## src/rtl/mem_credit_arbiter.sv

```systemverilog
// Round-robin arbiter sharing the memory request channel between NPORT ports, gated by network credits.
// Latency: one cycle from req to the registered one-hot gnt; credit_cnt is always the registered count.
// Backpressure: no grant while credits are exhausted or while draining; the port granted last cycle is masked for one cycle.
module mem_credit_arbiter #(
   parameter int NPORT     = 4,
   parameter int MAXCREDIT = 64,
   parameter int CREDITW   = 7,
   parameter int PORTW     = 2
) (
   input  logic               gclk,
   input  logic               rst_n,
   input  logic [NPORT-1:0]   req,
   output logic [NPORT-1:0]   gnt,
   output logic               mem_valid,
   output logic [PORTW-1:0]   mem_port,
   input  logic               credit_ret,
   input  logic               drain_req,
   output logic               drain_done,
   output logic [CREDITW-1:0] credit_cnt,
   output logic               credit_err
);

   typedef enum logic [1:0] {
      RUN   = 2'd0,
      DRAIN = 2'd1,
      DONE  = 2'd2
   } state_t;

   localparam logic [CREDITW-1:0] CREDIT_FULL = CREDITW'(MAXCREDIT);
   localparam logic [CREDITW-1:0] CREDIT_ONE  = CREDITW'(1);
   localparam logic [NPORT-1:0]   PORT_ONE    = NPORT'(1);

   state_t               state;
   logic [PORTW-1:0]     last;
   logic [NPORT-1:0]     req_live;
   logic                 eligible;
   logic                 found;
   logic [PORTW-1:0]     winner;
   logic [PORTW-1:0]     scan_idx;
   logic                 issue;
   logic [CREDITW-1:0]   credit_nxt;
   logic                 overflow;

   // A port granted last cycle is still showing the request it was just served for
   assign req_live = req & ~gnt;

   // Grants only happen in RUN, with at least one credit and a live request
   assign eligible = (state == RUN) && (credit_cnt != '0) && (req_live != '0);
   assign issue    = eligible && found;

   // Rotating-priority scan: first live request strictly above the last winner, wrapping to port 0
   always_comb begin
      found    = 1'b0;
      winner   = '0;
      scan_idx = '0;
      for (int k = 1; k <= NPORT; k++) begin
         scan_idx = PORTW'((int'(last) + k) % NPORT);
         if (!found && req_live[scan_idx]) begin
            found  = 1'b1;
            winner = scan_idx;
         end
      end
   end

   // Next credit count: a grant and a return in the same cycle cancel out; a return into a full pool is an error
   always_comb begin
      credit_nxt = credit_cnt;
      overflow   = 1'b0;
      if (issue && !credit_ret) begin
         credit_nxt = credit_cnt - CREDIT_ONE;
      end else if (!issue && credit_ret) begin
         if (credit_cnt == CREDIT_FULL) begin
            overflow = 1'b1;
         end else begin
            credit_nxt = credit_cnt + CREDIT_ONE;
         end
      end
   end

   // Registered grant outputs and round-robin pointer
   always_ff @(posedge gclk or negedge rst_n) begin
      if (!rst_n) begin
         gnt       <= '0;
         mem_valid <= 1'b0;
         mem_port  <= '0;
         last      <= PORTW'(NPORT - 1);
      end else begin
         mem_valid <= issue;
         gnt       <= issue ? (PORT_ONE << winner) : '0;
         if (issue) begin
            mem_port <= winner;
            last     <= winner;
         end
      end
   end

   // Credit pool and sticky overflow flag; reset forgets anything outstanding
   always_ff @(posedge gclk or negedge rst_n) begin
      if (!rst_n) begin
         credit_cnt <= CREDIT_FULL;
         credit_err <= 1'b0;
      end else begin
         credit_cnt <= credit_nxt;
         if (overflow) begin
            credit_err <= 1'b1;
         end
      end
   end

   // Drain sequencing: stop granting, wait for every credit to return, hold DONE until released
   always_ff @(posedge gclk or negedge rst_n) begin
      if (!rst_n) begin
         state      <= RUN;
         drain_done <= 1'b0;
      end else begin
         case (state)
            RUN: begin
               if (drain_req) begin
                  state <= DRAIN;
               end
            end
            DRAIN: begin
               if (!drain_req) begin
                  state <= RUN;
               end else if (credit_cnt == CREDIT_FULL) begin
                  state      <= DONE;
                  drain_done <= 1'b1;
               end
            end
            DONE: begin
               if (!drain_req) begin
                  state      <= RUN;
                  drain_done <= 1'b0;
               end
            end
            default: begin
               state      <= RUN;
               drain_done <= 1'b0;
            end
         endcase
      end
   end

   // Structural invariants of the output interface
   a_valid_matches_gnt : assert property (@(posedge gclk) disable iff (!rst_n) mem_valid == (|gnt));
   a_gnt_onehot0       : assert property (@(posedge gclk) disable iff (!rst_n) $onehot0(gnt));
   a_credit_bounded    : assert property (@(posedge gclk) disable iff (!rst_n) credit_cnt <= CREDIT_FULL);

endmodule

```

## config.mk

```make
export PLATFORM = sky130hd
export DESIGN_NAME = mem_credit_arbiter
export DESIGN_NICKNAME = d
export VERILOG_FILES = /design/src/rtl/mem_credit_arbiter.sv
export SDC_FILE = /design/constraint.sdc
export NUM_CORES = 1
export LEC_CHECK = 0
export CAP_MARGIN = 15
export CORE_ASPECT_RATIO = 0.7
export CORE_MARGIN = 4
export CORE_UTILIZATION = 38
export CTS_BUF_LIST = sky130_fd_sc_hd__clkbuf_8
export DETAILED_ROUTE_END_ITERATION = 7
export GPL_ROUTABILITY_DRIVEN = 1
export PLACE_DENSITY = 0.66
export SYNTH_ARGS = -nofsm -noshare
export SYNTH_HDL_FRONTEND = slang
export SYNTH_SLANG_ARGS = --single-unit
```

## constraint.sdc

```tcl
create_clock -name gclk -period 6.7 [get_ports gclk]
set_input_delay 0.67 -clock gclk [delete_from_list [all_inputs] [get_ports gclk]]
set_output_delay 0.67 -clock gclk [all_outputs]
set_load 0.03 [all_outputs]
```

==> results of run 1 <==
worst max-delay path: stages:
cell             delay (ns)
clkdlybuf4s50_1        0.47
or2b_1                 0.27
nand2_1                0.12
o221a_4                0.26
ha_1                   0.37
inv_1                  0.14
fa_1                   0.40
nand2b_1               0.18
a21oi_2                0.21
o22ai_1                0.15
mux2_2                 0.29
nor3_1                 0.18
stage by stage:
stage               setup slack, ns  cells  util, %
floorplan                      3.67    121        -
global placement               3.03    178     50.0
detailed placement             2.91    178     50.0
CTS                            3.16    182     52.4
global route                   2.91    182     52.4
finish                         3.16    182     52.4
per-layer routing:
| metal | wire (um) | part of all wire [%] |
|---|---|---|
| met5 | 0 | 0 |
| met4 | 15 | 0.58 |
| met3 | 132 | 5.1 |
| met2 | 1100 | 43 |
| met1 | 1330 | 52 |
power groups by stage:
stage / Combinational [uW] / Clock (uW) / Sequential, uW
after CTS: 392 / 121 / 222
after detailed placement: 388 / 0 / 223
after floorplan: 196 / 0 / 289
after global routing: 432 / 126 / 230
final: 393 / 118 / 223
after global placement: 390 / 0 / 223
placed cells by master (no fill, tap or decap), types with 2 or more instances in the layout:
cell and n:
clkbuf_8 3, nand2_1 10, o21ai_0 10, o22ai_1 3
nor2_1 10, nor3_1 2, dfrtp_1 17, clkdlybuf4s50_1 23
xor2_1 3, inv_1 10, a211oi_1 2, nand2b_1 5
nor2b_1 3, dfstp_2 3, a21o_2 2, ha_1 7
mux2i_1 2, a21oi_1 4, and3b_1 2
area by class of cell:
class	instances	area (um2)	share of cell area (%)
clock inverters	1	30.0	1.97
clock buffers	3	41.3	2.71
well taps	36	45.0	2.96
inverters	10	37.5	2.47
repair buffers	23	230	15.1
multi-input cells	89	633	41.6
flip-flops and latches	20	504	33.1
sequential cells by signal (all words and copies together) (netlist names):
register    flops
credit_err      1
mem_valid       1
drain_done      1
state           2
last            2
credit_cnt      7
gnt             4
mem_port        2
logic make-up after synthesis:
logic type,after synthesis
xor+xnor,4
simple gates,44
fa+ha+maj,8
mux,3
flops,20
buf+inv,12
compound gates,30
synth_stat cells, drive strengths merged:
| master | n |
|---|---|
| a211oi | 2 |
| xnor2 | 1 |
| or2 | 2 |
| or2b | 1 |
| o221a | 1 |
| or3b | 1 |
| xor2 | 3 |
| nand3b | 1 |
| dfstp | 3 |
| nor2b | 3 |
| o31ai | 2 |
| nor4 | 1 |
| and2b | 1 |
| a221oi | 1 |
| a21boi | 1 |
| and2 | 1 |
| o21ai | 10 |
| nand2b | 5 |
| fa | 1 |
| nor3 | 2 |
| o22ai | 3 |
| mux2 | 1 |
| o21a | 1 |
| o21bai | 1 |
| inv | 10 |
| nor3b | 1 |
| and3b | 2 |
| mux2i | 2 |
| and3 | 2 |
| a21o | 3 |
| nand3 | 1 |
| ha | 7 |
| nor2 | 10 |
| dfrtp | 17 |
| a21oi | 5 |
| buf | 2 |
| nand2 | 10 |
final timing paths:
kind,to,cells after the start
setup / recovery,credit_cnt[6]$_DFFE_PN1P_,12
hold / removal,credit_err$_DFFE_PN0P_,1
setup reg to reg,credit_cnt[6]$_DFFE_PN1P_,10
hold reg to reg,credit_err$_DFFE_PN0P_,1
max in group asynchronous,gnt[3]$_DFF_PN0_,1
min in group asynchronous,credit_cnt[3]$_DFFE_PN0P_,1
==> summary.md, run 1 <==
| Metric | Value |
|---|---|
| Status | `complete, no violations` |
| Layout net count | `163` |
| Vias in the first global route | `950` |
| RSZ-0062 raised after global routing | `no` |
| HPWL after detailed placement | `1970 um` |
| Crit path DAT | `3.71 ns` |
| RD Place Congestion | `0.892` |
| Compound-gate portion of the synthesized area | `18.2%` |
| Critical Path Start Type | `input pin` |
| Max Slew Vio Count | `0` |
| Die X | `75.0 um` |
| Busiest layer in global routing | `met2` |
| FP Rows | `16` |
| Die height | `54.9 um` |
| Sequential power share | `30.4%` |
| DRC | `0` |
| I/O pins | `24` |
| Initial antenna violation count | `0` |
| H-tree levels | `1` |
| Largest family of logic cells by synthesized area | `simple AND/OR/NAND/NOR gates` |
| Leakage | `0.000691 uW` |
| CTS tree | `built` |
| Post-CTS setup buffers | `0` |
| Synth Cell Area | `1190 um2` |
| Multiplexer share of the synthesized area | `2.62%` |
| Total number of vias | `947` |
| Hold_buf cts | `0` |
| Final instance area | `1520 um2` |
| Part of the cycle the worst path needs | `52.8%` |
| Yosys cell types | `43` |
| Pwr per Cell Area | `482 nW/um2` |
| Syn_nets | `137` |
| Tightest Hold Check Type | `reg2reg` |
| Synth top area share | `35.6%` |
| Router iterations before antenna repair | `4` |
| Sink Count | `20` |
| R2r setup slk | `3.60 ns` |
| Total GRT Usage | `14.4%` |
| Synth Area in Adders | `9.01%` |
| Largest net degree at the start of global routing | `21` |
| Grt ovf | `0` |
| Synth Area in XOR/XNOR | `2.94%` |
| Syn avg cell area | `9.86 um2` |
| Synth Area in Simple Gates | `20.2%` |
| WS Path Type | `in2reg` |
| Crit-path max FO | `9` |
| Sw Share | `42.3%` |
| Cts bufs inserted | `3` |
| DRT iter0 DRCs | `75` |
| Crit path required time | `6.87 ns` |
| Logic pwr share | `53.5%` |
| Reg2Reg Launch Point | `credit_cnt[0]$_DFFE_PN0P_` |
| Int Power | `423 uW` |
| Maximum capacitance violations | `0` |
| IO Port Bufs | `23` |
| Period minus WS final | `3.54 ns` |
| Area Overhead vs Synth | `27.5%` |
| GR Layer Usage met3 | `4.33%` |
| FMAX | `0.282 GHz` |
| WL final | `2580 um` |
| Met1 GRT Util | `20.6%` |
| Crit path from | `req[3]` |
| Max IR drop VDD | `0.151 mV` |
| GRT met2 Usage | `21.7%` |
| Total negative slack | `0 ns` |
| Cells after synthesis | `121` |
| Worst skew pair latency | `0.26 ns` |
| Drt wl/cell | `14.2 um` |
| Total power | `733 uW` |
| Layout cell share with drive strength beyond 1 | `11.0%` |
| Final clock skew | `0.00573 ns` |
| Core region area | `2900 um2` |
| DR vias/cell | `5.20` |
| Slew headroom | `40.8%` |
| Area leader, netlist | `dfrtp_1` |
| Synth area leaders | `dfrtp_1 (36%), ha_1 (7.3%), dfstp_2 (6.6%)` |
| Synth Register Bits | `20` |
| Max Root-Sink Buffers | `2` |
| Clk slew on worst S/H paths | `0.07 ns` |
| Final setup fails | `0` |
| ANT cells | `0` |
| CTS-repair resized insts | `0` |
| Worst Setup End Kind | `register` |
| Synth Warn # | `0` |
| Die footprint | `4120 um2` |
| Worst Hold Slack | `0.489 ns` |
| Root Driver | `clkbuf_8` |
| HP Start | `credit_err$_DFFE_PN0P_` |
| Sequential share of the synthesized area | `42.2%` |
| Initial core utilization | `41.1%` |
| NetSw | `310 uW` |
| Final Hold Viols | `0` |
| Slew @ Worst Pin | `0.885 ns` |
| Clock power frac | `16.1%` |
| Layout fillers | `250` |
| Post-DRT Antenna Nets | `0` |
| First-pass GRT wire length | `4410 um` |
| Area post-placement | `1450 um2` |
(Power assumes the default switching activity.)
==> run 2: changes to the inputs <==
- clock period: 6.7 -> 3.6 ns (I/O delays scaled with it)
==> run 2 against run 1 <==
  * Final area is the same
  * Setup slack lost 2.8 ns
  * Via count shrank 0.95%
  * Critical path depth is the same
  * First-iteration DRC count shrank 1.3%
  * Count of clock-buffer cells in the layout is the same
  * Die area is the same
  * Non-clock buffer count is the same
  * Sequential cell count is the same
  * Largest power group unchanged
==> summary.md, run 2 (synthesized netlist as in run 1, its figures left out) <==
| Metric | Value |
|---|---|
| Status | `complete, no violations (unchanged)` |
| Total number of vias | `938 (was 947)` |
| Finished Core Util | `52.4% (unchanged)` |
| GRT met2 Usage | `21.4% (was 21.7%)` |
| Final setup fails | `0 (unchanged)` |
| Biggest register | `credit_cnt (unchanged)` |
| Sequential power share | `30.2% (was 30.4%)` |
| R2r setup slk | `0.53 ns (was 3.60 ns)` |
| Busiest layer in global routing | `met2 (unchanged)` |
| Final clock skew | `0.00171 ns (was 0.00573 ns)` |
| Number of flip-flops in the largest register | `7 (unchanged)` |
| Layout cell share with drive strength beyond 1 | `11.0% (unchanged)` |
| Crit-path max FO | `9 (unchanged)` |
| Most common cell after layout, fill and taps aside | `clkdlybuf4s50_1 (unchanged)` |
| DRC | `0 (unchanged)` |
| Max IR drop VDD | `0.307 mV (was 0.151 mV)` |
| H-tree levels | `1 (unchanged)` |
| Layout fillers | `250 (unchanged)` |
| Largest net degree at the start of global routing | `21 (unchanged)` |
| Slew @ Worst Pin | `0.876 ns (was 0.885 ns)` |
| Vias in the first global route | `949 (was 950)` |
| WL final | `2500 um (was 2580 um)` |
| Worst skew pair latency | `0.25 ns (was 0.26 ns)` |
| Setup WS pre-CTS | `0.111 ns (was 2.91 ns)` |
| Hold_buf cts | `0 (unchanged)` |
| Leakage | `0.000691 uW (unchanged)` |
| HPWL after detailed placement | `1980 um (was 1970 um)` |
| RD Place Congestion | `0.892 (about the same)` |
| Critical Path Start Type | `input pin (unchanged)` |
| Crit path required time | `3.78 ns (was 6.87 ns)` |
| Final instance area | `1520 um2 (unchanged)` |
| Area Overhead vs Synth | `27.5% (unchanged)` |
| Initial core utilization | `41.1% (unchanged)` |
| CTS-repair resized insts | `0 (unchanged)` |
| Final Hold Viols | `0 (unchanged)` |
| Post-CTS setup buffers | `0 (unchanged)` |
| FP Rows | `16 (unchanged)` |
| Total negative slack | `0 ns (unchanged)` |
| Grt ovf | `0 (unchanged)` |
| Sw Share | `42.1% (was 42.3%)` |
| Met1 GRT Util | `18.4% (was 20.6%)` |
| Cts bufs inserted | `3 (unchanged)` |
| Core region area | `2900 um2 (unchanged)` |
| I/O pins | `24 (unchanged)` |
| DRT iter0 DRCs | `74 (was 75)` |
| Pwr per Cell Area | `894 nW/um2 (was 482 nW/um2)` |
| CTS tree | `built (unchanged)` |
| Post-DRT Antenna Nets | `0 (unchanged)` |
| Router iterations before antenna repair | `5 (was 4)` |
| First-pass GRT wire length | `4230 um (was 4410 um)` |
| Die X | `75.0 um (unchanged)` |
| FMAX | `0.310 GHz` |
| Die height | `54.9 um (unchanged)` |
| Initial antenna violation count | `0 (unchanged)` |
| Clock power frac | `16.2% (was 16.1%)` |
| Die footprint | `4120 um2 (unchanged)` |
| Total GRT Usage | `13.6% (was 14.4%)` |
| Maximum capacitance violations | `0 (unchanged)` |
| Sink Count | `20 (unchanged)` |
| Root Driver | `clkbuf_8 (unchanged)` |
| NetSw | `573 uW (was 310 uW)` |
| Commonest non-fill, non-tap cells in the layout | `clkdlybuf4s50_1 (23), dfrtp_1 (17) (unchanged)` |
| Worst Setup End Kind | `register (unchanged)` |
| Tightest Hold Check Type | `reg2reg (unchanged)` |
| Drt wl/cell | `13.7 um (was 14.2 um)` |
| Slew headroom | `41.4% (was 40.8%)` |
| GR Layer Usage met3 | `3.97% (was 4.33%)` |
| RSZ-0062 raised after global routing | `no (unchanged)` |
| DR vias/cell | `5.15 (was 5.20)` |
| Crit path DAT | `3.40 ns (was 3.71 ns)` |
| Area post-placement | `1450 um2 (unchanged)` |
| WS Path Type | `in2reg (unchanged)` |
| Int Power | `787 uW (was 423 uW)` |
| Biggest regs | `credit_cnt x7, gnt x4 (unchanged)` |
| Part of the cycle the worst path needs | `89.6%` |
| IO Port Bufs | `23 (unchanged)` |
| Clk slew on worst S/H paths | `0.07 ns (about the same)` |
| Logic pwr share | `53.6% (was 53.5%)` |
| Layout net count | `163 (unchanged)` |
| Final worst slack | `0.375 ns (was 3.16 ns)` |
| Max Root-Sink Buffers | `2 (unchanged)` |
| Worst Hold Slack | `0.491 ns (was 0.489 ns)` |
| Period minus WS final | `3.22 ns` |
| Max Slew Vio Count | `0 (unchanged)` |
| ANT cells | `0 (unchanged)` |
run 2: power by group through the flow:
stage | combinational [uW] | clock, uW | sequential [uW]
final | 729 | 220 | 411
after global placement | 725 | 0 | 415
after CTS | 729 | 227 | 411
after global routing | 801 | 234 | 426
after floorplan | 366 | 0 | 538
after detailed placement | 723 | 0 | 415
run 2: critical path, stage by stage:
cell and delay (ns):
clkdlybuf4s50_1 0.47, or2b_1 0.27, nand2_1 0.12, o221a_4 0.26
ha_1 0.36, inv_1 0.15, fa_1 0.41, nand2b_1 0.19
a21oi_2 0.21, o22ai_1 0.16, mux2_2 0.29, nor3_1 0.18
run 2: path summary, 6_finish.rpt:
kind / cells after the start / end / from
setup / recovery: 12 / credit_cnt[6]$_DFFE_PN1P_ / req[3]
hold / removal: 1 / credit_err$_DFFE_PN0P_ / credit_err$_DFFE_PN0P_
setup reg to reg: 10 / credit_cnt[6]$_DFFE_PN1P_ / credit_cnt[1]$_DFFE_PN0P_
hold reg to reg: 1 / credit_err$_DFFE_PN0P_ / credit_err$_DFFE_PN0P_
max in group asynchronous: 1 / gnt[3]$_DFF_PN0_ / rst_n
min in group asynchronous: 1 / mem_valid$_DFF_PN0_ / rst_n
run 2: through the flow:
step                instances  power [uW]
global route              182        1460
finish                    182        1360
CTS                       182        1370
floorplan                 121         903
global placement          178        1140
detailed placement        178        1140
run 2: metal layers:
metal / part of all wire, % / vias up
li1: - / 471
met1: 50 / 434
met2: 44 / 29
met3: 5.2 / 4
met4: 0.92 / 0
met5: 0 / -
run 2: layout make-up:
class	instances	area, um2	area share (%)
repair buffers	23	230	15.1
well taps	36	45.0	2.96
flip-flops and latches	20	504	33.1
clock inverters	1	30.0	1.97
inverters	10	37.5	2.47
multi-input cells	89	633	41.6
clock buffers	3	41.3	2.71
==> run 3: changes to the inputs <==
- CORE_MARGIN: 4 -> default
==> run 3 against run 2 <==
  * Register-to-register slack worse by 0.03 ns
  * Sequential share of layout area is the same
  * Utilization rose by 0.36 points
  * Sequential cell count is the same
  * Via count is 1.7% lower
  * Final area unchanged
  * Largest cell class unchanged
  * First-iteration DRC count decreased by 51%
==> summary.md, run 3 (synthesized netlist as in run 1, its figures left out) <==
| Metric | Value |
|---|---|
| Status | `complete, no violations (unchanged)` |
| Clk slew on worst S/H paths | `0.07 ns (about the same)` |
| Root Driver | `clkbuf_8 (unchanged)` |
| Tightest Hold Check Type | `reg2reg (unchanged)` |
| I/O pins | `24 (unchanged)` |
| Pwr per Cell Area | `898 nW/um2 (was 894 nW/um2)` |
| First-pass GRT wire length | `4310 um (was 4230 um)` |
| Number of flip-flops in the largest register | `7 (unchanged)` |
| Largest net degree at the start of global routing | `21 (unchanged)` |
| Critical Path Start Type | `input pin (unchanged)` |
| Total GRT Usage | `17.8% (was 13.6%)` |
| Area Overhead vs Synth | `27.5% (unchanged)` |
| Total power | `1370 uW (was 1360 uW)` |
| Maximum capacitance violations | `0 (unchanged)` |
| Max incr delay on CP | `0.48 ns (was 0.47 ns)` |
| Final setup fails | `0 (unchanged)` |
| Multi-input logic area | `633 um2 (unchanged)` |
| Worst Setup End Kind | `register (unchanged)` |
| RSZ-0062 raised after global routing | `no (unchanged)` |
| Crit path required time | `3.79 ns (was 3.78 ns)` |
| HPWL after detailed placement | `2010 um (was 1980 um)` |
| Part of the cycle the worst path needs | `90.7% (was 89.6%)` |
| Sequential Area | `504 um2 (unchanged)` |
| Worst skew pair latency | `0.26 ns (was 0.25 ns)` |
| Final Hold Viols | `0 (unchanged)` |
| Largest delay contributor family on the critical path | `adder cells (unchanged)` |
| DR vias/cell | `5.07 (was 5.15)` |
| Most common cell after layout, fill and taps aside | `clkdlybuf4s50_1 (unchanged)` |
| Hold path depth | `1 (unchanged)` |
| Commonest non-fill, non-tap cells in the layout | `clkdlybuf4s50_1 (23), dfrtp_1 (17) (unchanged)` |
| Post-CTS setup buffers | `0 (unchanged)` |
| Max IR drop VDD | `0.335 mV (was 0.307 mV)` |
| CTS tree | `built (unchanged)` |
| Layout fillers | `268 (was 250)` |
| Core region area | `2880 um2 (was 2900 um2)` |
| DRC | `0 (unchanged)` |
| FMAX | `0.306 GHz (was 0.310 GHz)` |
| DRT iter0 DRCs | `36 (was 74)` |
| Slew @ Worst Pin | `0.927 ns (was 0.876 ns)` |
| Initial core utilization | `41.4% (was 41.1%)` |
| Stages on the worst setup path | `12 (unchanged)` |
| FP Rows | `16 (unchanged)` |
| Placed Cells | `178 (unchanged)` |
| Max Root-Sink Buffers | `2 (unchanged)` |
| R2r setup slk | `0.50 ns (was 0.53 ns)` |
| Leakage | `0.000691 uW (unchanged)` |
| Setup WS pre-CTS | `0.0865 ns (was 0.111 ns)` |
| Period minus WS final | `3.27 ns (was 3.22 ns)` |
| CTS-repair resized insts | `0 (unchanged)` |
| Max Slew Vio Count | `0 (unchanged)` |
| Final clock skew | `0.00343 ns (was 0.00171 ns)` |
| R2r worst-path depth | `11 (was 10)` |
| Slew headroom | `38.0% (was 41.4%)` |
| Layout cell share with drive strength beyond 1 | `11.0% (unchanged)` |
| Crit path DAT | `3.45 ns (was 3.40 ns)` |
| Post-DRT Antenna Nets | `0 (unchanged)` |
| Biggest register | `credit_cnt (unchanged)` |
| Sink Count | `20 (unchanged)` |
| Die X | `69.0 um (was 75.0 um)` |
| Die footprint | `3370 um2 (was 4120 um2)` |
| Crit-path max FO | `9 (unchanged)` |
| Biggest regs | `credit_cnt x7, gnt x4 (unchanged)` |
| Hold_buf cts | `0 (unchanged)` |
| Die height | `48.9 um (was 54.9 um)` |
| Layout net count | `163 (unchanged)` |
| RD Place Congestion | `0.811 (was 0.892)` |
| Initial antenna violation count | `0 (unchanged)` |
| Crit-path cells | `clkdlybuf4s50_1 -> or2b_1 -> nand2_1 -> o221a_4 -> ha_1 -> inv_1 -> fa_1 -> nand2b_1 -> a21oi_2 -> o22ai_1 -> mux2_2 -> nor3_1 (unchanged)` |
| Total number of vias | `922 (was 938)` |
| WS Path Type | `in2reg (unchanged)` |
| Drt wl/cell | `14.2 um (was 13.7 um)` |
| Worst Path Buf+Inv | `2 (unchanged)` |
| Total negative slack | `0 ns (unchanged)` |
| IO Port Bufs | `23 (unchanged)` |
| H-tree levels | `1 (unchanged)` |
| Slowest cell on crit path | `clkdlybuf4s50_1 (unchanged)` |
| Grt ovf | `0 (unchanged)` |
| Router iterations before antenna repair | `4 (was 5)` |
| ANT cells | `0 (unchanged)` |
| Post-Layout Cell Count | `182 (unchanged)` |
| WL final | `2580 um (was 2500 um)` |
| Vias in the first global route | `911 (was 949)` |
| Cts bufs inserted | `3 (unchanged)` |
| Final worst slack | `0.333 ns (was 0.375 ns)` |
[run 3: cell counts in the layout (fill, tap and decap cells not counted)]
Identical to the previous run, type by type.
[run 3: power breakdown]
part           leakage [uW]  internal, uW  switching, uW  total [uW]
Combinational      0.000414           317            411         728
Sequential         0.000242           323           91.0         414
Clock             0.0000357           149           75.4         224
Total              0.000691           789            577        1370
[run 3: routing by layer]
metal	wire length [um]	vias to the layer above	GRT usage [%]
met4	41	0	7.14
met2	1100	13	25.2
met3	69	5	5.37
met1	1370	438	24.8
li1	-	466	-
met5	0	-	0
[run 3: worst paths after layout]
kind                                                  end              startpoint
worst max register to register  credit_cnt[6]$_DFFE_PN1P_        gnt[0]$_DFF_PN0_
worst max-delay path            credit_cnt[6]$_DFFE_PN1P_                  req[3]
min in group asynchronous                gnt[1]$_DFF_PN0_                   rst_n
worst min register to register     credit_err$_DFFE_PN0P_  credit_err$_DFFE_PN0P_
max in group asynchronous                gnt[2]$_DFF_PN0_                   rst_n
worst min-delay path               credit_err$_DFFE_PN0P_  credit_err$_DFFE_PN0P_
[run 3: worst reg2reg max path: cells and delay by family (launching register included)]
kind / cells / cell delay [ns]
multiplexers: 1 / 0.29
AND/OR/NAND/NOR: 4 / 0.78
buffers and inverters: 1 / 0.14
adder cells (fa/ha/maj): 2 / 0.80
flip-flops: 1 / 0.40
AO/OA/AOI/OAI: 3 / 0.60
[run 3: per-stage QoR]
| step | instance area, um2 | util [%] | hold slack, ns |
|---|---|---|---|
| 6_report | 1520 | 52.8 | 0.474 |
| 5_1_grt | 1520 | 52.8 | 0.484 |
| 4_1_cts | 1520 | 52.8 | 0.475 |
| 3_5_place_dp | 1450 | 50.3 | 0.457 |
| 3_3_place_gp | 1450 | 50.3 | 0.462 |
| 2_1_floorplan | 1190 | - | 0.0644 |
[run 3: cell type report]
type / count / area share, %
tap: 36 / 2.96
sequential: 20 / 33.1
inverter: 10 / 2.47
clock inverter: 1 / 1.97
timing repair buffer: 23 / 15.1
multi-input combinational: 89 / 41.6
clock buffer: 3 / 2.71
==> RTL edit 1 (config.mk and constraints of run 2) <==
Re-encode `state_t` (3 states) as one-hot, 3 bits wide.
--- a/src/rtl/mem_credit_arbiter.sv
+++ b/src/rtl/mem_credit_arbiter.sv
@@ -20,10 +20,10 @@
    output logic               credit_err
 );
 
-   typedef enum logic [1:0] {
-      RUN   = 2'd0,
-      DRAIN = 2'd1,
-      DONE  = 2'd2
+   typedef enum logic [2:0] {
+      RUN   = 3'b001,
+      DRAIN = 3'b010,
+      DONE  = 3'b100
    } state_t;
 
    localparam logic [CREDITW-1:0] CREDIT_FULL = CREDITW'(MAXCREDIT);
Formal check against the unedited RTL: same outputs for any inputs over 4 cycles, from zero or initial values and one cycle with rst_n low; so few cycles prove little.
==> RTL edit 1 against run 2 <==
  * Area after synthesis grew 6.9%
  * Power grew 2.5%
  * Sequential cell count grew 1
  * Worst setup slack gained 0.035 ns
  * Wire length grew 7.2%
  * First-iteration DRC count grew 24%
  * Final area grew 5.6%
  * Fmax grew 1.1%
  * Largest cell class unchanged
==> RTL edit 1: results (changes against run 2) <==
* Total routing usage reported by global routing at 13.2% (-0.33 points)
* Largest regs: credit_cnt (7), gnt (4), state (3)
* Run status: finished, final reports clean
* Sequential area share after synthesis at 41.6% (-0.67 points)
* Worst-case register-to-register setup slack at 0.41 ns (-0.12 ns)
* Worst-case vdd ir drop at 0.290 mV (-5.4%)
* Estimated wirelength of the detail-placed design at 2120 um (+7.3%)
* Ranking of synthesized cells by instance count: dfrtp_1 (17), nand2_1 (11), o21ai_0 (11)
* Average via count per standard cell at 5.14 (-0.36%)
* Count of filler cells inserted in the layout at 290 (+16%)
* Ratio of cells with drive above 1 in the final layout at 16.9% (+5.9 points)
* Unique cell type count in the Yosys netlist at 46 (+7.0%)
* Final layout net count at 171 (+4.9%)
* Global routing met3 resource utilization at 3.69% (-0.29 points)
* Worst max-slew margin expressed relative to the limit at 39.0% (-2.4 points)
* Cell at the root of the clock tree: clkbuf_8
* Dominant cells by area after synthesis: dfrtp_1 (33%), dfstp_2 (8.2%), ha_1 (6.9%)
* Vias in the first global route at 978 (+3.1%)
* Hold-critical path endpoint: credit_err
* Initial antenna violation count at 0 (unchanged)
* Number of gates given a new drive strength after cts at 0 (unchanged)
* Post-Synthesis Net Count at 143 (+4.4%)
* # Post-CTS Setup Buffers at 0 (unchanged)
* Placer congestion estimate at 0.831 (-6.8%)
* Crit path max fanout at 8 (-1)
* Met1 layer usage reported by global route at 19.8% (+1.4 points)
* Standby leakage power at 0.698 nW (+0.98%)
* DRC violation total after the first TritonRoute iteration at 92 (+24%)
* Start point of the worst hold path: credit_err
* Share of flip-flops with an asynchronous set or reset at 100% (unchanged)
* Wire length of the first global-routing pass at 4680 um (+11%)
* CTS clock-pin slew for the worst setup and hold paths at 0.07 ns (about the same)
* Largest net degree at the start of global routing at 22 (+4.8%)
* Worst reg2reg path depth at 12 (+2)
* Data required time at the worst endpoint at 3.77 ns (about the same)
* Longest Clk Path Bufs at 2 (unchanged)
* Global-route met2 utilization at 19.2% (-2.2 points)
* Post-Route Skew at 0.00157 ns (-0.000145 ns)
* Clock network latency to the later pin of the worst-skew pair at 0.26 ns
* Routed wire length per instance at 13.9 um (+1.6%)
* Iteration count of the initial detailed-routing pass at 4 (-1)
==> RTL edit 1: cell types whose count changed after synthesis, moves of 2 or more <==
cell      delta
inv_1        -4
o22ai_1      -2
and2b_2      +3
or2b_2       +2
nand2b_1     -4
nor2b_1      +3
==> RTL edit 1: logic make-up after synthesis <==
kind of cell / after synthesis / synth area share, %
xor gates and xnor gates: 4 / 2.75
DFF: 21 / 41.6
buffers and inverters: 8 / 2.55
and+or+nand+nor: 48 / 22.5
AOI/OAI and AO/OA: 36 / 20.6
adders and majority gates: 8 / 8.43
muxes: 2 / 1.67
==> RTL edit 1: worst max-delay path by stage <==
stage / end / slack, ns / from
after floorplan: credit_cnt[6] / 0.57 / gnt[1]
after global placement: credit_cnt[6] / 0.29 / req[0]
after detailed placement: credit_cnt[6] / 0.19 / req[0]
after CTS: credit_cnt[6] / 0.39 / credit_cnt[1]
after global routing: credit_cnt[6] / 0.10 / credit_cnt[0]
final: credit_cnt[6] / 0.41 / credit_cnt[1]
==> RTL edit 1: power breakdown <==
group | switching, mW | internal [mW] | total [mW] | leakage (nW)
sequential | 0.108 | 0.340 | 0.448 | 0.259
combinational | 0.443 | 0.350 | 0.793 | 0.417
clock | 0.0752 | 0.0781 | 0.153 | 0.0217
total | 0.627 | 0.768 | 1.39 | 0.698
==> RTL edit 1: per-stage QoR <==
stage          cells  util, %  setup slack [ns]  hold slack, ns  area, um2
2_1_floorplan    127        -             0.565          0.0644       1280
3_3_place_gp     188     48.8             0.293           0.470       1560
3_5_place_dp     188     48.8             0.187           0.471       1560
4_1_cts          192     50.4             0.385           0.489       1610
5_1_grt          192     50.4             0.101           0.504       1610
6_report         192     50.4             0.410           0.484       1610
==> RTL edit 1: per-layer routing <==
| layer | wire length [um] | vias to the layer above |
|---|---|---|
| li1 | - | 501 |
| met1 | 1380 | 468 |
| met2 | 1180 | 15 |
| met3 | 103 | 2 |
| met4 | 12 | 0 |
| met5 | 0 | - |
==> RTL edit 1: critical path, cell delays in order, from the launching register on <==
cell	delay [ns]
dfrtp_1	0.46
nor4_4	0.36
nand2_2	0.11
o221ai_4	0.30
inv_4	0.08
ha_1	0.21
buf_4	0.17
ha_1	0.34
nor2b_1	0.20
o31ai_2	0.09
a21oi_1	0.22
mux2_2	0.36
nor3_1	0.20
==> RTL edit 1: final cells by class <==
| type | count | area (um2) | share of cell area [%] |
|---|---|---|---|
| Tap cell | 38 | 47.5 | 2.96 |
| Inverter | 7 | 28.8 | 1.79 |
| Clock inverter | 1 | 7.51 | 0.467 |
| Sequential cell | 21 | 531 | 33.0 |
| Multi-Input combinational cell | 98 | 713 | 44.4 |
| Timing Repair Buffer | 24 | 238 | 14.8 |
| Clock buffer | 3 | 41.3 | 2.57 |
==> RTL edit 2 (settings of run 2) <==
Made on the original files. The parameter `NPORT` goes from 4 to 3.
--- a/src/rtl/mem_credit_arbiter.sv
+++ b/src/rtl/mem_credit_arbiter.sv
@@ -2,7 +2,7 @@
 // Latency: one cycle from req to the registered one-hot gnt; credit_cnt is always the registered count.
 // Backpressure: no grant while credits are exhausted or while draining; the port granted last cycle is masked for one cycle.
 module mem_credit_arbiter #(
-   parameter int NPORT     = 4,
+   parameter int NPORT     = 3,
    parameter int MAXCREDIT = 64,
    parameter int CREDITW   = 7,
    parameter int PORTW     = 2
Interface: changed (resized gnt and req); port bits go from 24 to 22. The function was not compared with the original's and may differ.
==> RTL edit 2 against run 2 <==
  * Power is 5.1% higher
  * Critical endpoint unchanged
  * Area after synthesis is 4.0% higher
  * Worst setup slack worse by 0.073 ns
  * Sequential cell count is 2 lower
  * Critical path type is now reg2reg
  * Wire length is 11% higher
  * Cell count is 3.8% higher
  * Final area is 0.16% lower
  * Count of clock-buffer cells in the layout is 1 higher
==> RTL edit 2: results (changes against run 2) <==
* Delay of the slowest cell on the worst path at 0.54 ns (+0.07 ns)
* Total routing usage reported by global routing at 13.5% (-0.12 points)
* Sw Ratio at 46.3% (+4.2 points)
* Dominant cells by area after synthesis: dfrtp_1 (32%), ha_1 (8.1%), dfstp_2 (4.2%)
* Vias in the first global route at 1,009 (+6.3%)
* Largest regs: credit_cnt (7), gnt (3)
* Wire length of the first global-routing pass at 4720 um (+12%)
* Number of gates given a new drive strength after cts at 0 (unchanged)
* Routed wire length per instance at 14.6 um (+6.6%)
* Final layout net count at 167 (+2.5%)
* Share of flip-flops with an asynchronous set or reset at 100% (unchanged)
* Worst-case vdd ir drop at 0.312 mV (+1.6%)
* Average cell area after synthesis at 9.26 um2 (-6.1%)
* Estimated wirelength of the detail-placed design at 2070 um (+4.9%)
* Total Wirelength at 2770 um (+11%)
* CP max stage cell: dfstp_2
* Iteration count of the initial detailed-routing pass at 4 (-1)
* Most instantiated flip-flop cell in the synthesis netlist: dfrtp_1
* Crit path max fanout at 8 (-1)
* Worst-case register-to-register setup slack at 0.30 ns (-0.23 ns)
* Ratio of cells with drive above 1 in the final layout at 10.6% (-0.36 points)
* Placer congestion estimate at 0.859 (-3.7%)
* Clock network latency to the later pin of the worst-skew pair at 0.25 ns (about the same)
* Initial antenna violation count at 0 (unchanged)
* Measured slew at the worst slew-check pin at 0.822 ns (-0.0545 ns)
* CTS clock-pin slew for the worst setup and hold paths at 0.07 ns (about the same)
* Total instance count after detailed placement at 185 (+3.9%)
* # Post-CTS Setup Buffers at 0 (unchanged)
* Worst reg2reg path depth at 14 (+4)
* Standby leakage power at 0.644 nW (-6.9%)
* Run status: finished, final reports clean
* Ranking of synthesized cells by instance count: dfrtp_1 (16), nand2_1 (11), a21oi_1 (9), inv_1 (9), ha_1 (8)
* Delay-heaviest family, CP: compound AO/OA/AOI/OAI gates
* Cell at the root of the clock tree: clkbuf_8
* Classification of the worst-slack hold path: reg2reg
* Post-Synthesis Net Count at 149 (+8.8%)
* Unique cell type count in the Yosys netlist at 49 (+14%)
* Sequential area share after synthesis at 36.5% (-5.8 points)
* DRC violation total after the first TritonRoute iteration at 90 (+22%)
* CTS H-tree lvls at 1 (unchanged)
* Largest net degree at the start of global routing at 19 (-9.5%)
* I/O Buffers at 21 (-8.7%)
* Post-Route Skew at 0.00198 ns (+0.000263 ns)
* Average via count per standard cell at 5.48 (+6.3%)
* Arrival time at the worst endpoint at 3.48 ns (+0.08 ns)
## RTL edit 2: changes by cell type after synthesis, sizes merged, moves of 3 or more
cell,change
xnor2,+4
nor2b,-3
buf,+4
mux2i,+3
nor2,-4
o21ai,-5
a21oi,+5
clkbuf,+4
## RTL edit 2: cell type report
type                            count  area, um2
Tap cell                           38       47.5
Timing Repair Buffer               23        225
Sequential cell                    18        453
Inverter                            9       33.8
Clock buffer                        4       55.1
Fill cell                         302       1630
Multi-Input combinational cell     97        704
## RTL edit 2: metrics by stage
step                instance area, um2  hold WS, ns  utilization (%)  setup WS, ns
finish                            1520        0.486             48.3         0.303
CTS                               1510        0.492             48.1         0.260
global placement                  1460        0.467             46.3         0.313
detailed placement                1460        0.462             46.3         0.210
global route                      1520        0.503             48.3        0.0190
floorplan                         1240       0.0644                -        0.0686
## RTL edit 2: power by group through the flow
| stage | clock network, mW | logic (mW) | registers (mW) |
|---|---|---|---|
| CTS | 0.172 | 0.854 | 0.397 |
| detailed placement | 0 | 0.851 | 0.399 |
| finish | 0.164 | 0.868 | 0.398 |
| floorplan | 0 | 0.516 | 0.492 |
| global route | 0.178 | 0.943 | 0.418 |
| global placement | 0 | 0.839 | 0.400 |
## RTL edit 2: worst register-to-register path: stages, from the launching register on
cell      delay (ns)
dfstp_2         0.54
inv_1           0.07
ha_1            0.28
o221ai_1        0.29
o31ai_2         0.12
a21o_1          0.18
inv_1           0.09
ha_1            0.18
xor2_1          0.15
ha_1            0.20
a21boi_1        0.17
o22ai_1         0.12
or4_4           0.51
a41oi_2         0.16
xor2_1          0.16
## RTL edit 2: worst paths after layout
kind | start | end
min in group asynchronous | rst_n | credit_cnt[2]
setup reg to reg | last[1] | credit_cnt[6]
max in group asynchronous | rst_n | gnt[0]
hold / removal | credit_err | credit_err
setup / recovery | last[1] | credit_cnt[6]
hold reg to reg | credit_err | credit_err
## RTL edit 2: routing by layer
layer | track usage (%) | routed length (um) | up-vias
met5 | 0 | 0 | -
met2 | 20.4 | 1180 | 43
met1 | 18.8 | 1380 | 481
met4 | 3.62 | 29 | 0
met3 | 3.72 | 172 | 4
li1 | - | - | 507
## RTL edit 2: cells by family after synthesis
logic type | synth area share [%]
AO/OA/AOI/OAI | 21.6
adder cells (fa/ha/maj) | 8.06
multiplexers | 4.03
buffers and inverters | 7.16
flip-flops | 36.5
XOR/XNOR | 6.35
AND/OR/NAND/NOR | 16.3
